==> config.mk <==
export PLATFORM = sky130hd
export DESIGN_NAME = fetch_stage
export DESIGN_NICKNAME = d
export VERILOG_FILES = /design/src/rtl/fetch_pkg.sv /design/src/rtl/fetch_stage_if_skid_buf.sv /design/src/rtl/fetch_stage.sv
export SDC_FILE = /design/constraint.sdc
export NUM_CORES = 1
export LEC_CHECK = 0
export ABC_CLOCK_PERIOD_IN_PS = 2600
export BUFFER_PORTS_ARGS = -buffer_cell sky130_fd_sc_hd__buf_2
export CORE_ASPECT_RATIO = 0.7
export CORE_MARGIN = 5
export CORE_UTILIZATION = 50
export DETAILED_ROUTE_END_ITERATION = 8
export PLACE_DENSITY = 0.76
export SYNTH_ARGS = -nofsm -noshare
export SYNTH_HDL_FRONTEND = slang
export SYNTH_SLANG_ARGS = --single-unit
==> constraint.sdc <==
create_clock -name clk -period 2.6 [get_ports clk]
set_input_delay 0.26 -clock clk [delete_from_list [all_inputs] [get_ports clk]]
set_output_delay 0.26 -clock clk [all_outputs]
set_load 0.01 [all_outputs]
==> src/rtl/fetch_pkg.sv <==
// Shared definitions for the instruction-fetch stage.
package fetch_pkg;

    localparam int unsigned FETCH_PC_W    = 16;
    localparam int unsigned FETCH_INSTR_W = 16;

    localparam logic [15:0] RESET_PC = 16'h0000;

    // Instruction field positions consumed by the control decoder
    localparam int unsigned OPC_MSB  = 15;
    localparam int unsigned OPC_LSB  = 12;
    localparam int unsigned FUNC_MSB = 3;
    localparam int unsigned FUNC_LSB = 0;

    // Byte distance between consecutive 16-bit instructions
    localparam int unsigned PC_INC = 2;

    typedef enum logic [1:0] {
        S_RUN   = 2'd0,
        S_DRAIN = 2'd1,
        S_HALT  = 2'd2
    } fetch_state_e;

endpackage

==> src/rtl/fetch_stage_if_skid_buf.sv <==
// One-entry holding register for an instruction that arrives while IF/ID is stalled.
module if_skid_buf #(
    parameter int unsigned PC_W    = 16,
    parameter int unsigned INSTR_W = 16
) (
    input  logic               clk,
    input  logic               rst_n,
    input  logic               push,
    input  logic               pop,
    input  logic               clear,
    input  logic [INSTR_W-1:0] in_instr,
    input  logic [PC_W-1:0]    in_pc,
    output logic               valid,
    output logic               ready_c,
    output logic [INSTR_W-1:0] instr,
    output logic [PC_W-1:0]    pc
);

    assign ready_c = !valid;

    // Clear wins, then a new push (possibly replacing an entry popped this cycle), then pop
    always_ff @(posedge clk or negedge rst_n) begin
        if (!rst_n) begin
            valid <= 1'b0;
            instr <= '0;
            pc    <= '0;
        end else if (clear) begin
            valid <= 1'b0;
        end else if (push) begin
            valid <= 1'b1;
            instr <= in_instr;
            pc    <= in_pc;
        end else if (pop) begin
            valid <= 1'b0;
        end
    end

endmodule

==> src/rtl/fetch_stage.sv <==
// Instruction fetch: PC, req/ack memory port, IF/ID register, stall/flush/halt handling.
module fetch_stage
    import fetch_pkg::*;
#(
    parameter int unsigned     PC_W     = FETCH_PC_W,
    parameter int unsigned     INSTR_W  = FETCH_INSTR_W,
    parameter logic [PC_W-1:0] RESET_PC = PC_W'(fetch_pkg::RESET_PC)
) (
    input  logic               clk,
    input  logic               rst_n,
    output logic               imem_req,
    output logic [PC_W-1:0]    imem_addr,
    input  logic               imem_ack,
    input  logic [INSTR_W-1:0] imem_rdata,
    input  logic               stall,
    input  logic               flush,
    input  logic [PC_W-1:0]    redirect_pc,
    input  logic               halt,
    output logic               if_valid,
    output logic [INSTR_W-1:0] if_instr,
    output logic [3:0]         if_opcode,
    output logic [3:0]         if_func,
    output logic [PC_W-1:0]    if_pc,
    output logic [PC_W-1:0]    if_pc_plus2,
    output logic               halted
);

    fetch_state_e state, state_n;

    logic [PC_W-1:0]    pc, pc_n;
    logic               req_n;
    logic [PC_W-1:0]    addr_n;
    logic               if_valid_n;
    logic [INSTR_W-1:0] if_instr_n;
    logic [PC_W-1:0]    if_pc_n;
    logic [PC_W-1:0]    if_pc_plus2_n;
    logic               halt_pend, halt_pend_n;
    logic               halted_n;

    logic               accept;
    logic               pending;
    logic               hold_ifid;
    logic               skid_empty_n;

    logic               skid_push, skid_pop, skid_clear;
    logic               skid_valid, skid_ready;
    logic [INSTR_W-1:0] skid_instr;
    logic [PC_W-1:0]    skid_pc;

    if_skid_buf #(
        .PC_W    (PC_W),
        .INSTR_W (INSTR_W)
    ) u_skid (
        .clk      (clk),
        .rst_n    (rst_n),
        .push     (skid_push),
        .pop      (skid_pop),
        .clear    (skid_clear),
        .in_instr (imem_rdata),
        .in_pc    (imem_addr),
        .valid    (skid_valid),
        .ready_c  (skid_ready),
        .instr    (skid_instr),
        .pc       (skid_pc)
    );

    // Decoder-facing fields are straight slices of the registered instruction
    assign if_opcode = if_instr[OPC_MSB:OPC_LSB];
    assign if_func   = if_instr[FUNC_MSB:FUNC_LSB];

    // Next-state, request and IF/ID update logic
    always_comb begin
        state_n       = state;
        pc_n          = pc;
        req_n         = imem_req;
        addr_n        = imem_addr;
        if_valid_n    = if_valid;
        if_instr_n    = if_instr;
        if_pc_n       = if_pc;
        if_pc_plus2_n = if_pc_plus2;
        halt_pend_n   = halt_pend;
        skid_push     = 1'b0;
        skid_pop      = 1'b0;
        skid_clear    = 1'b0;
        skid_empty_n  = skid_ready;

        accept    = imem_req && imem_ack;
        pending   = imem_req && !imem_ack;
        hold_ifid = stall && if_valid;

        unique case (state)
            S_RUN: begin
                if (flush) begin
                    // Kill IF/ID and skid; an unacked request must be drained first
                    if_valid_n = 1'b0;
                    skid_clear = 1'b1;
                    pc_n       = redirect_pc;
                    if (pending) begin
                        state_n = S_DRAIN;
                    end else begin
                        req_n  = 1'b1;
                        addr_n = redirect_pc;
                    end
                end else if (halt && if_valid && !stall) begin
                    // Halt instruction leaves IF/ID; anything fetched behind it is dropped
                    if_valid_n = 1'b0;
                    skid_clear = 1'b1;
                    if (pending) begin
                        state_n     = S_DRAIN;
                        halt_pend_n = 1'b1;
                    end else begin
                        state_n = S_HALT;
                        req_n   = 1'b0;
                    end
                end else begin
                    if (!hold_ifid) begin
                        if (skid_valid) begin
                            // Skid content goes first; a coincident ack refills the skid
                            if_valid_n    = 1'b1;
                            if_instr_n    = skid_instr;
                            if_pc_n       = skid_pc;
                            if_pc_plus2_n = skid_pc + PC_W'(PC_INC);
                            skid_pop      = 1'b1;
                            skid_push     = accept;
                        end else if (accept) begin
                            if_valid_n    = 1'b1;
                            if_instr_n    = imem_rdata;
                            if_pc_n       = imem_addr;
                            if_pc_plus2_n = imem_addr + PC_W'(PC_INC);
                        end else begin
                            if_valid_n = 1'b0;
                        end
                    end else if (accept) begin
                        skid_push = 1'b1;
                    end
                    skid_empty_n = !skid_push && (skid_ready || skid_pop);
                    if (accept) begin
                        pc_n = pc + PC_W'(PC_INC);
                    end
                    if (!pending) begin
                        if (skid_empty_n && !hold_ifid) begin
                            req_n  = 1'b1;
                            addr_n = pc_n;
                        end else begin
                            req_n = 1'b0;
                        end
                    end
                end
            end
            S_DRAIN: begin
                // Waiting out a killed request; its data is never used
                if_valid_n = 1'b0;
                if (flush) begin
                    pc_n = redirect_pc;
                end
                if (accept) begin
                    if (halt_pend) begin
                        state_n     = S_HALT;
                        req_n       = 1'b0;
                        halt_pend_n = 1'b0;
                    end else begin
                        state_n = S_RUN;
                        req_n   = 1'b1;
                        addr_n  = pc_n;
                    end
                end
            end
            S_HALT: begin
                req_n      = 1'b0;
                if_valid_n = 1'b0;
            end
            default: begin
                state_n    = S_HALT;
                req_n      = 1'b0;
                if_valid_n = 1'b0;
            end
        endcase

        halted_n = (state_n == S_HALT);
    end

    // State, PC, request port and IF/ID registers
    always_ff @(posedge clk or negedge rst_n) begin
        if (!rst_n) begin
            state       <= S_RUN;
            pc          <= RESET_PC;
            imem_req    <= 1'b0;
            imem_addr   <= RESET_PC;
            if_valid    <= 1'b0;
            if_instr    <= '0;
            if_pc       <= '0;
            if_pc_plus2 <= PC_W'(PC_INC);
            halt_pend   <= 1'b0;
            halted      <= 1'b0;
        end else begin
            state       <= state_n;
            pc          <= pc_n;
            imem_req    <= req_n;
            imem_addr   <= addr_n;
            if_valid    <= if_valid_n;
            if_instr    <= if_instr_n;
            if_pc       <= if_pc_n;
            if_pc_plus2 <= if_pc_plus2_n;
            halt_pend   <= halt_pend_n;
            halted      <= halted_n;
        end
    end

endmodule

==> results.md <==
* Reg power frac at 0.455
* Overflow after GRT at 0
* End of the worst register-to-register path: if_pc_plus2[15]
* TritonCTS clock tree: done
* Port-buffer cells at 112
* Vias per Instance at 5.55
* P_sw at 876 uW
* Initial cell density of the core at 0.513
* Hold crit path type: in2reg
* Worst Setup SP: u_skid.valid
* CP Capture Type: flop
* EDFF count, synth at 0
* Max Freq at 0.467 GHz
* Detailed Route Iter0 Violations at 297
* Post-placement cell count at 804
* Synth cell types at 57
* Layout cells sized above 1 at 0.307
* Setup Skew at 8.22 ps
* DRC at 0
* Layout Utilization at 0.611
* FF-to-FF Start: u_skid.valid
* Fin area at 7160 um^2
* Leakage power at 3.44 nW
* Number of global-route vias before repair at 4716
* Worst R2R Setup Slack at 460 ps
* Cell internal pwr at 3.22 mW
* Reg2reg path depth at 6
* # fillers at 982
* Resized Gates After CTS at 0
* Netlist Area Pre-Place at 6020 um^2
* Worst Path Required at 2930 ps
* N_diodes at 0
* Slew margin rel. at 0.450
* Ys async rst share at 1.00
* Startpoint types: flop
* Detailed Route WL at 14900 um
* Full die area at 14400 um^2
* Setup tns final at 0 ps
* DR WL/cell at 17.8 um
* Cells after Synth at 568
* Crit Path Category: reg2reg
* Via count at 4645
* Crit path to: if_pc_plus2[15]
* Worst Path Arrival at 2470 ps
* Max_cap viols at 0
* Root Driver: clkbuf_16
* Io pins at 113
* First-pass GRT wire length at 24200 um
* Synth Register Bits at 118
* Largest net degree at the start of global routing at 53
* VDD IR max at 0.424 mV
* Comb pwr share at 0.038
* Most frequent cells in the layout: 116 x dfrtp_1, 111 x buf_2, 66 x o21ai_0, 66 x nand2_1, 44 x mux2_2
* Final Cycle Share at 0.823
* Num rows at 33
* Syn-to-layout area delta at 19.0%
* Post-Place Cell Area at 6630 um^2
* Initial antenna violation count at 0
* DP HPWL at 10600 um
* Nets at 707
* Clk sinks at 118
* Slew @ Worst Pin at 824 ps
* Crit path max fanout at 11
* CTS Buffer Depth at 2
* Synth warn at 0
* Register area share after synthesis at 0.491
* TritonCTS buffer count at 17
* Final Max Tran Viols at 0
* Core Area at 11700 um^2
* Syn Nets at 608
* GRT Overall Usage at 0.212
* Cell Count, Final, Fillers Out at 837
* First drt pass iteration count at 5
* Antenna-violating nets left at 0
* Sw Ratio at 0.214
* Gpl congestion at 0.852
* Clock share of power at 0.507
* Die H at 102 um
* Most common cell after layout, fill and taps aside: dfrtp_1
* Cell Pwr Density at 572 nW/um^2
* Status: finished, final reports clean
* H-tree levels at 4
* Final setup viols at 0
* Fin. Hold Viols at 0
* Die span in x at 141 um
* Syn_area_per_cell at 10.6 um^2
* RSZ-0062 raised after global routing: no
* Min cycle time layout at 2140 ps
* Clock latency on the worst-skew pair at 410 ps
* Clk pin slew, worst setup/hold paths at 50 ps
* Most used DFF post-synth: dfrtp_1
[synth_stat cells (2+ instances only)]
cell type,instances,area [um^2]
nand3b_1,3,22.5
a32oi_1,3,26.3
ha_1,2,25.0
a21boi_0,2,15.0
clkbuf_1,11,41.3
nand4b_1,4,35.0
nand3_1,16,80.1
o31ai_1,7,52.6
nand2_1,66,248
xnor2_1,11,96.3
nor3_2,2,20.0
buf_4,14,105
mux2_2,44,495
o21bai_1,4,30.0
buf_6,5,56.3
nor2b_1,6,37.5
nand4_1,8,50.1
nor4_4,2,42.5
a21oi_1,24,120
buf_2,14,70.1
o21ai_0,66,330
and2_1,5,31.3
xor2_1,8,70.1
inv_1,9,33.8
nor2_1,22,82.6
a22oi_1,3,22.5
a211o_1,3,26.3
nand2b_1,5,31.3
mux2_1,9,101
a211oi_1,3,22.5
and4_1,3,26.3
nand2_2,2,12.5
and3_1,3,18.8
mux2i_1,36,360
a21o_1,5,37.5
dfrtp_1,117,2930
[state kept, by name, indices dropped and copies added, names as in the netlist]
register	cells
state	2
if_instr	16
pc	16
imem_req	1
u_skid.instr	16
u_skid.pc	16
if_valid	1
if_pc_plus2	15
halt_pend	1
halted	1
imem_addr	16
u_skid.valid	1
if_pc	16
[worst max-delay path, cell delays in order, from the launching register on]
cell	delay [ps]
dfrtp_2	500
mux2_2	280
ha_1	200
a21boi_1	550
nand4_1	230
xnor2_1	170
o21ai_0	140
[worst min path at each step]
| stage | start | to | depth (start not counted) |
|---|---|---|---|
| finish | imem_rdata[5] | u_skid.instr[5] | 2 |
| global route | imem_rdata[8] | u_skid.instr[8] | 2 |
| CTS | imem_rdata[5] | u_skid.instr[5] | 2 |
| detailed placement | rst_n | pc[14] | 1 |
| global placement | rst_n | pc[13] | 1 |
| floorplan | rst_n | halt_pend | 0 |
[cells by family (layout without fill, tap and decap cells)]
logic type,Yosys count,in the layout,share of synthesized area
compound gates,132,132,0.133
xor+xnor,19,19,0.0276
fa+ha+maj,2,2,0.00416
buf+inv,53,165,0.0509
flops,118,118,0.491
mux,89,89,0.159
simple gates,155,155,0.134
[area by class of cell]
cell class                 count  area [um^2]  area share
sequential                   118         2960       0.413
tap                          157          196      0.0274
timing repair buffer         124          681      0.0950
multi-input combinational    397         2770       0.387
clock buffer                  27          503      0.0702
inverter                       9         33.8     0.00472
clock inverter                 5         25.0     0.00349
[what timing repair did]
action                                 CTS  global route
endpoints found under the hold margin   39             0
setup buffers                            0             0
hold buffers                             1             0
[per-stage QoR]
step / setup slack, ps / hold WS, ps / total power [mW]
after global routing: 272 / 96.5 / 4.24
after floorplan: 702 / -35.6 / 1.95
after detailed placement: 445 / 294 / 2.05
after global placement: 533 / 284 / 2.04
after CTS: 461 / 82.8 / 4.13
final: 460 / 95.3 / 4.10
[power groups by stage]
stage               logic [mW]  registers (mW)  clock network [mW]
CTS                      0.158            1.86                2.11
finish                   0.154            1.86                2.08
detailed placement       0.155            1.89                   0
global route             0.175            1.86                2.21
global placement         0.148            1.89                   0
floorplan               0.0642            1.89                   0
[per-layer routing]
metal / global-route usage / vias to the layer above / part of all wire / wire length (um)
met3: 0.0661 / 33 / 0.064 / 954
met4: 0.0849 / 0 / 0.025 / 375
met5: 0 / - / 0 / 0
met1: 0.275 / 2265 / 0.43 / 6490
met2: 0.336 / 144 / 0.48 / 7110
li1: - / 2203 / - / -
No activity file was read; power rests on OpenSTA's default activity.
